<file path="src/rtl/systolic_seq_ctrl.sv">
`default_nettype none
// ============================================================================
// Module   : systolic_seq_ctrl
// Function : Operand-load counter, skewed select generator and result byte
//            streamer for an N x N systolic MAC array.
// Revision : 1.0 - initial release
// ============================================================================
module systolic_seq_ctrl #(
  parameter int N    = 2,
  parameter int DW   = 8,
  parameter int ACCW = 16
) (
  input  logic                  clk,
  input  logic                  rst,
  input  logic                  load_en,
  input  logic                  transpose,
  input  logic [N*N*ACCW-1:0]   c_flat,
  input  logic                  out_ready,
  output logic [$clog2(2*N*N)-1:0] mem_addr,
  output logic                  clear,
  output logic                  data_valid,
  output logic [N*$clog2(N+1)-1:0] a_sel,
  output logic [N*$clog2(N+1)-1:0] b_sel,
  output logic                  transpose_out,
  output logic [DW-1:0]         out_data,
  output logic                  out_valid,
  output logic                  out_last,
  output logic                  done,
  output logic                  busy,
  output logic                  load_err
);

  localparam int BPE  = ACCW / DW;
  localparam int OPS  = 2 * N * N;
  localparam int AW   = $clog2(OPS);
  localparam int SW   = $clog2(N + 1);
  localparam int NE   = N * N;
  localparam int EW   = $clog2(NE);
  localparam int BW   = (BPE > 1) ? $clog2(BPE) : 1;
  localparam int KMAX = 3 * N - 2;
  localparam int KW   = $clog2(3 * N - 1);

  typedef enum logic [2:0] {
    S_IDLE    = 3'd0,
    S_LOAD    = 3'd1,
    S_PREP    = 3'd2,
    S_COMPUTE = 3'd3,
    S_OUTPUT  = 3'd4
  } state_t;

  state_t              r_state, w_state_nx;
  logic [AW-1:0]       r_ld_cnt;
  logic                r_ops_ready, w_ops_nx;
  logic [KW-1:0]       r_k, w_k_nx;
  logic [EW-1:0]       r_elem;
  logic [BW-1:0]       r_bsub;
  logic [NE*ACCW-1:0]  r_buf;
  logic                r_clear, r_dv, r_tr, r_err;
  logic [N*SW-1:0]     r_a_sel, r_b_sel, w_sel_nx;
  logic [ACCW-1:0]     w_word;
  logic                w_load_ok, w_load_last, w_hs, w_last_byte, w_capture;

  always_comb begin
    w_load_ok   = load_en && (r_state == S_IDLE || r_state == S_LOAD ||
                              r_state == S_OUTPUT);
    w_load_last = w_load_ok && (r_ld_cnt == AW'(OPS - 1));
    w_last_byte = (r_state == S_OUTPUT) && (r_elem == EW'(NE - 1)) &&
                  (r_bsub == BW'(BPE - 1));
    w_hs        = (r_state == S_OUTPUT) && out_ready;
    w_capture   = (r_state == S_COMPUTE) && (r_k == KW'(KMAX));
  end

  always_comb begin
    w_state_nx = r_state;
    w_k_nx     = r_k;
    w_ops_nx   = r_ops_ready || w_load_last;
    case (r_state)
      S_IDLE:    if (w_load_ok) w_state_nx = w_load_last ? S_PREP : S_LOAD;
      S_LOAD:    if (w_load_last) w_state_nx = S_PREP;
      S_PREP: begin
        w_ops_nx   = 1'b0;
        w_state_nx = S_COMPUTE;
        w_k_nx     = '0;
      end
      S_COMPUTE: begin
        if (w_capture) w_state_nx = S_OUTPUT;
        else           w_k_nx     = r_k + KW'(1);
      end
      S_OUTPUT: begin
        // a load completing on the final handshake still chains straight into PREP
        if (w_hs && w_last_byte) w_state_nx = w_ops_nx ? S_PREP : S_IDLE;
      end
      default:   w_state_nx = S_IDLE;
    endcase
  end

  always_comb begin
    w_sel_nx = {N{SW'(N)}};
    if (w_state_nx == S_COMPUTE) begin
      for (int i = 0; i < N; i++) begin
        if (int'(w_k_nx) >= i && int'(w_k_nx) - i < N)
          w_sel_nx[i*SW +: SW] = SW'(int'(w_k_nx) - i);
      end
    end
  end

  always_ff @(posedge clk) begin
    if (rst) begin
      r_state     <= S_IDLE;
      r_ld_cnt    <= '0;
      r_ops_ready <= 1'b0;
      r_k         <= '0;
      r_elem      <= '0;
      r_bsub      <= '0;
      r_buf       <= '0;
      r_clear     <= 1'b0;
      r_dv        <= 1'b0;
      r_tr        <= 1'b0;
      r_err       <= 1'b0;
      r_a_sel     <= {N{SW'(N)}};
      r_b_sel     <= {N{SW'(N)}};
    end else begin
      r_state     <= w_state_nx;
      r_ops_ready <= w_ops_nx;
      r_k         <= w_k_nx;
      r_clear     <= (w_state_nx == S_PREP);
      r_dv        <= (w_state_nx == S_COMPUTE);
      r_a_sel     <= w_sel_nx;
      r_b_sel     <= w_sel_nx;
      r_tr        <= transpose;
      if (w_load_ok)
        r_ld_cnt <= w_load_last ? '0 : r_ld_cnt + AW'(1);
      if (load_en && (r_state == S_PREP || r_state == S_COMPUTE))
        r_err <= 1'b1;
      if (w_capture) begin
        r_buf  <= c_flat;
        r_elem <= '0;
        r_bsub <= '0;
      end else if (w_hs) begin
        if (r_bsub == BW'(BPE - 1)) begin
          r_bsub <= '0;
          r_elem <= (r_elem == EW'(NE - 1)) ? '0 : r_elem + EW'(1);
        end else begin
          r_bsub <= r_bsub + BW'(1);
        end
      end
    end
  end

  // bytes of each element leave MSB first
  always_comb begin
    w_word   = r_buf[int'(r_elem)*ACCW +: ACCW];
    out_data = '0;
    if (r_state == S_OUTPUT)
      out_data = w_word[(BPE - 1 - int'(r_bsub))*DW +: DW];
  end

  assign mem_addr      = r_ld_cnt;
  assign clear         = r_clear;
  assign data_valid    = r_dv;
  assign a_sel         = r_a_sel;
  assign b_sel         = r_b_sel;
  assign transpose_out = r_tr;
  assign out_valid     = (r_state == S_OUTPUT);
  assign out_last      = w_last_byte;
  assign done          = w_hs && w_last_byte;
  assign busy          = (r_state != S_IDLE);
  assign load_err      = r_err;

endmodule
`default_nettype wire

</file>
<file path="config.mk">
export PLATFORM = sky130hd
export DESIGN_NAME = systolic_seq_ctrl
export DESIGN_NICKNAME = d
export VERILOG_FILES = /design/src/rtl/systolic_seq_ctrl.sv
export SDC_FILE = /design/constraint.sdc
export NUM_CORES = 1
export LEC_CHECK = 0
export BUFFER_PORTS_ARGS = -buffer_cell sky130_fd_sc_hd__buf_4
export CAP_MARGIN = 30
export CORE_MARGIN = 2
export CORE_UTILIZATION = 50
export CTS_CLUSTER_SIZE = 16
export DETAILED_ROUTE_END_ITERATION = 10
export PLACE_DENSITY = 0.73
export SLEW_MARGIN = 10
export SYNTH_ARGS = -nofsm -noshare
export SYNTH_HDL_FRONTEND = slang
export SYNTH_SLANG_ARGS = --single-unit
</file>
<file path="constraint.sdc">
create_clock -name clk -period 3.2 [get_ports clk]
set_input_delay 0.16 -clock clk [delete_from_list [all_inputs] [get_ports clk]]
set_output_delay 0.16 -clock clk [all_outputs]
set_load 0.1 [all_outputs]
</file>
-- Yosys cells after proc, flatten, opt, wreduce, memory -nomap -nowiden
Index checks and enable logic that the tools add are counted.
- add/sub/neg operators: 6
- magnitude comparators: 3
- equality and inequality tests: 9
- shift operators: 2
- muxes and demuxes: 13
- bitwise operators: 3
- reductions and logical operators: 20
- operator list (kind ; number):
    $shiftx 64x7->16 ; 1
    $lt 32x3->1 const B ; 1
    $mux 3 ; 6
    $shiftx 16x5->8 ; 1
    $pmux 3 s5 ; 1
    $eq 3x2->1 const B ; 4
    $eq 3x3->1 const B ; 3
    $logic_and 1x1->1 ; 9
    $mux 8 ; 1
    $add 3x1->3 const B ; 2
    $mux 2 ; 3
    $pmux 3 s2 ; 1
    $reduce_or 3->1 ; 2
    $logic_or 1x1->1 ; 4
    $reduce_or 2->1 ; 2
    $sub 3x1->4 const B ; 1
    $eq 3x1->1 const B ; 1
    $ge 3x1->1 const B ; 1
    $logic_not 3->1 ; 1
    $lt 3x2->1 const B ; 1
    $not 1->1 ; 3
    $reduce_bool 3->1 ; 1
    $add 2x1->2 const B ; 1
    $eq 2x2->1 const B ; 1
    other kinds (4) ; 4
- flip-flop bits (word level): 85
- input bits: 69
- output and inout port bits: 27
- logic and storage cells: 69

-- Depth between registers and ports, before layout
- depth in word-level cells: 12
- depth in mapped cells: 12
- depth with buffers taken out: 12

-- Worst setup path before layout
Ideal clock, no wire load.
- path type: register -> output
- start: register r_elem[1]
- end: output port out_data[4]
- arrival time: 2.421 ns
- required time: 3.040 ns
- slack: 0.619 ns
- stages on the path, launching flop included: 6
- path buffers: 2
- cell sequence: dfxtp_1 buf_2 buf_1 mux4_2 mux2i_1 nor2_1
- longest elaborated chain between the ends: 3
- RTL lines (element ; RTL line ; source):
    start: declaration ; 55 ; logic [EW-1:0] r_elem;
    start signal: assignment ; 142 ; r_elem <= (r_elem == EW'(NE - 1)) ? '0 : r_elem + EW'(1);
    $shiftx 64x7->16 ; 152 ; w_word = r_buf[int'(r_elem)*ACCW +: ACCW];
    $shiftx 16x5->8 ; 155 ; out_data = w_word[(BPE - 1 - int'(r_bsub))*DW +: DW];
    $mux 8 ; 154 ; if (r_state == S_OUTPUT)
    end: declaration ; 25 ; output logic [DW-1:0] out_data,
Every way passes these cells.

-- Worst setup path in the final report
- start: register r_state[1]
- end: register r_b_sel[3] (netlist: b_sel[3])
- elaborated cells on any way between the ends: 32
- classes of those cells: add/sub: 1; order compare: 2; eq/ne: 5; mux: 9; bitwise: 2; reduce/logical: 13
- RTL lines (element ; RTL line ; source):
    start: declaration ; 51 ; state_t r_state, w_state_nx;
    start signal: assignment ; 123 ; r_state <= w_state_nx;
    $eq 3x2->1 ; 70, 77 ;
    $logic_and 1x1->1 ; 70 ; w_capture = (r_state == S_COMPUTE) && (r_k == KW'(KMAX));
    $mux 3 ; 86 ; if (w_capture) w_state_nx = S_OUTPUT;
    $pmux 3 s2 (*) ; 77 ; case (r_state)
    named net w_k_nx[0] ; 54 ; logic [KW-1:0] r_k, w_k_nx;
    $sub 3x1->4 ; 102 ; w_sel_nx[i*SW +: SW] = SW'(int'(w_k_nx) - i);
    $lt 32x3->1 ; 101 ; if (int'(w_k_nx) >= i && int'(w_k_nx) - i < N)
    $logic_and 1x1->1 ; 101 ;
    $not 1->1 (no line) ; - ;
    $reduce_or 3->1 (no line) ; - ;
    end signal: assignment ; 121 ; r_b_sel <= {N{SW'(N)}};
    end signal: assignment ; 129 ; r_b_sel <= w_sel_nx;
    end: declaration ; 59 ; logic [N*SW-1:0] r_a_sel, r_b_sel, w_sel_nx;
The timed path passes the listed nets; every way through them passes the cells marked *.
A chain may end at the register's enable or synchronous reset.

==> flow_summary.json <==
{
  "synth-edff-count": 0,
  "htreeDepth": 3,
  "cap_viol_max_count": 0,
  "required_ps": 3470,
  "final.period_utilization_pct": 81.4,
  "cts_resized": 0,
  "cpMaxStageDelayCell": "nor2b_1",
  "fin_tns_setup_ps": 0,
  "cp-start-kind": "flop",
  "cts_post_setup_buffers_inserted": 0,
  "vias": 3188,
  "fin_util_pct": 64.6,
  "synth_top_cell_by_area": "dfxtp_1",
  "drv_slew": 0,
  "cp_max_fo": 8,
  "cts_buffers": 9,
  "rsz0062_at_grt": "no",
  "fmax_mhz": 384,
  "min_period_ps": 2600,
  "ys_warn_count": 0,
  "top_layer": "met4",
  "power.density_nw_per_um2": 449,
  "wl_mm": 9.17,
  "routed-wl-met2_mm": 4.08,
  "muxShareOfSynthArea_pct": 12.5,
  "io_buffers": 95,
  "n_antenna_cell": 0,
  "timing.final.hold_violations": 0,
  "syn_area_sq_um": 3690,
  "die_h_um": 90.0,
  "synthesis.nets": 510,
  "grt_pass1_wl_mm": 15.0,
  "die-area_sq_um": 8090,
  "grt_pass1_vias": 3046,
  "yosysSeqAreaShare_pct": 46.1,
  "regArea_sq_um": 1700,
  "met1_length_mm": 4.31,
  "arrival_ps": 2880,
  "synth_fa_ha_area_share_pct": 2.71,
  "dp_hpwl_mm": 6.41,
  "drt_first_pass_iters": 4,
  "wl_met3_um": 624,
  "synth_ff_type": "dfxtp_1",
  "leakagePower_nw": 1.75,
  "cpPeakStageDelay_ps": 590,
  "cts_buffer_depth": 2,
  "r2r_start": "r_state[1]",
  "fillers": 644,
  "antenna_found_initial": 0,
  "die-width_um": 90.0,
  "worstSetupPathType": "reg -> reg",
  "clk_latency_ps": 350,
  "root_buffer": "clkbuf_8",
  "max_slew.worst_pin.slew_ps": 804,
  "min_path_type": "in -> reg",
  "track_usage_pct": 22.9,
  "cts.sinks": 85,
  "ys_ff_latch": 85,
  "setup_viol": 0,
  "gp_congestion": 0.814,
  "synth-xor-area-share_pct": 0.237,
  "cts_tree": "built",
  "endpoint": "b_sel[3]",
  "rr_endpoint": "b_sel[3]",
  "drtIter0Drc": 251,
  "wl_per_cell_um": 15.0,
  "ir_worst_vdd_v": 0.000263,
  "r2r_slack_ps": 600,
  "worstSetupEndpointType": "flop",
  "fin_skew_ps": 8.49,
  "status": "complete, no violations",
  "whs_ps": 26.3,
  "synth_cells": 433,
  "synthArstFlopShare_pct": 0,
  "yosys.area_share.simple_pct": 20.7,
  "yosysTopAreaCellShare_pct": 46.1,
  "nNetsFinal": 586,
  "synthTopCellsByArea": "dfxtp_1, nand2_1, a21oi_1",
  "grt_max_degree": 79,
  "worstPathCellList": "nor2b_1 -> nand2_2 -> a32oi_2 -> inv_2 -> ha_1 -> nand2b_1 -> a21oi_1 -> a311oi_1 -> nor2_1 -> o211ai_1",
  "floorplan.initialDensity_pct": 51.2,
  "synthToLayoutAreaGrowth_pct": 26.2,
  "clk_pin_slew_ps": 80,
  "multi_input_area_sq_um": 1810,
  "cp-startpoint": "r_state[1]",
  "holdBufCountCts": 0,
  "num_rows": 31,
  "slew_headroom_pct": 46.4,
  "rr_worst_depth": 10,
  "vias_per_cell": 5.20,
  "synth_compound_area_share_pct": 12.7,
  "drc_errors": 0,
  "ant_nets": 0,
  "synth_top_family_by_area": "simple AND/OR/NAND/NOR gates",
  "drive_gt1_share_pct": 27.4,
  "core_area_sq_um": 7210,
  "io_pins": 96,
  "overflow": 0,
  "synth_cell_types": 37,
  "syn_area_per_cell_sq_um": 8.53
}
worst max-delay path, delay by kind of cell, from the launching register on:
family                   cells  cell delay [ps]
adder cells (fa/ha/maj)      1              230
flip-flops                   1              420
AND/OR/NAND/NOR              4              920
AO/OA/AOI/OAI                4              860
buffers and inverters        1              110
metrics by stage:
step	cells	total power, mW	setup WS [ps]	cell area, sq um
after detailed placement	597	1.21	671	4420
after CTS	613	2.11	640	4660
final	613	2.09	595	4660
after floorplan	433	1.14	619	3690
after global placement	597	1.21	808	4420
after global routing	613	2.17	420	4660
registers in the layout (all words and copies together), names as in the netlist, 2 cells and up:
signal    count
r_elem        2
b_sel         4
r_state       3
r_buf        64
r_k           3
mem_addr      3
area by class of cell:
| class | count | share of cell area, % |
|---|---|---|
| Clock buffer | 12 | 3.11 |
| Timing Repair Buffer | 99 | 16.2 |
| Clock inverter | 4 | 2.04 |
| Sequential cell | 85 | 36.5 |
| Multi-Input combinational cell | 307 | 38.9 |
| Inverter | 7 | 0.590 |
| Tap cell | 99 | 2.66 |
Yosys cell counts, types with 2 or more instances:
master / n
nand2_1: 136
dfxtp_1: 85
a21oi_1: 75
nor2_1: 23
clkbuf_1: 18
mux4_2: 16
mux2i_1: 9
ha_1: 8
buf_2: 7
buf_4: 7
nor3_1: 6
inv_1: 4
nand3_1: 4
nand2b_1: 3
nor2b_1: 3
and3_1: 2
buf_1: 2
inv_2: 2
nand2_2: 2
nor3b_1: 2
o211ai_1: 2
or3_1: 2
worst min path at each step:
stage	end	from	cells past startpoint
after CTS	transpose_out	transpose	2
after global placement	transpose_out	transpose	2
after global routing	transpose_out	transpose	2
final	transpose_out	transpose	2
after floorplan	transpose_out	transpose	1
after detailed placement	transpose_out	transpose	2
logic make-up (layout without fill, tap and decap cells):
family / count (synthesis) / count (layout)
xor+xnor: 1 / 1
buf+inv: 41 / 122
simple gates: 187 / 187
fa+ha+maj: 8 / 8
flops: 85 / 85
compound gates: 85 / 85
mux: 26 / 26
power breakdown:
group | switching [mW] | internal (mW)
sequential | 0.00451 | 1.06
clock | 0.362 | 0.540
combinational | 0.0637 | 0.0624
total | 0.430 | 1.66
placed cells by master (no fill, tap or decap):
cell type  count
a32oi_2        1
nand4_1        1
clkbuf_8      10
mux2_2         1
o21ai_1        1
a31oi_2        1
nand2b_1       3
a2111oi_2      1
nand2_2        3
nor2b_1        3
or2_2          1
buf_12         1
mux2i_1        9
xor2_1         1
inv_2          2
inv_1          4
and3_1         2
nand3_1        4
clkinv_2       2
ha_1           8
buf_4         98
dfxtp_1       85
nand2_1      135
nor2_4         1
o21ai_0        1
nor2_1        22
or2_1          1
nor3_1         6
or3_1          2
a31oi_1        1
mux4_2        16
o211a_1        1
a21oi_1       75
a311oi_1       1
o211ai_1       2
nor3b_1        2
nand3b_1       1
clkbuf_1       2
bufinv_16      3
routing by layer:
metal  track usage, %  up-vias
met3             4.86       15
met5                0        -
met2             32.9      104
met4             8.33        0
li1                 -     1605
met1             34.2     1464
Note: power is estimated with default switching activity, not from simulation.
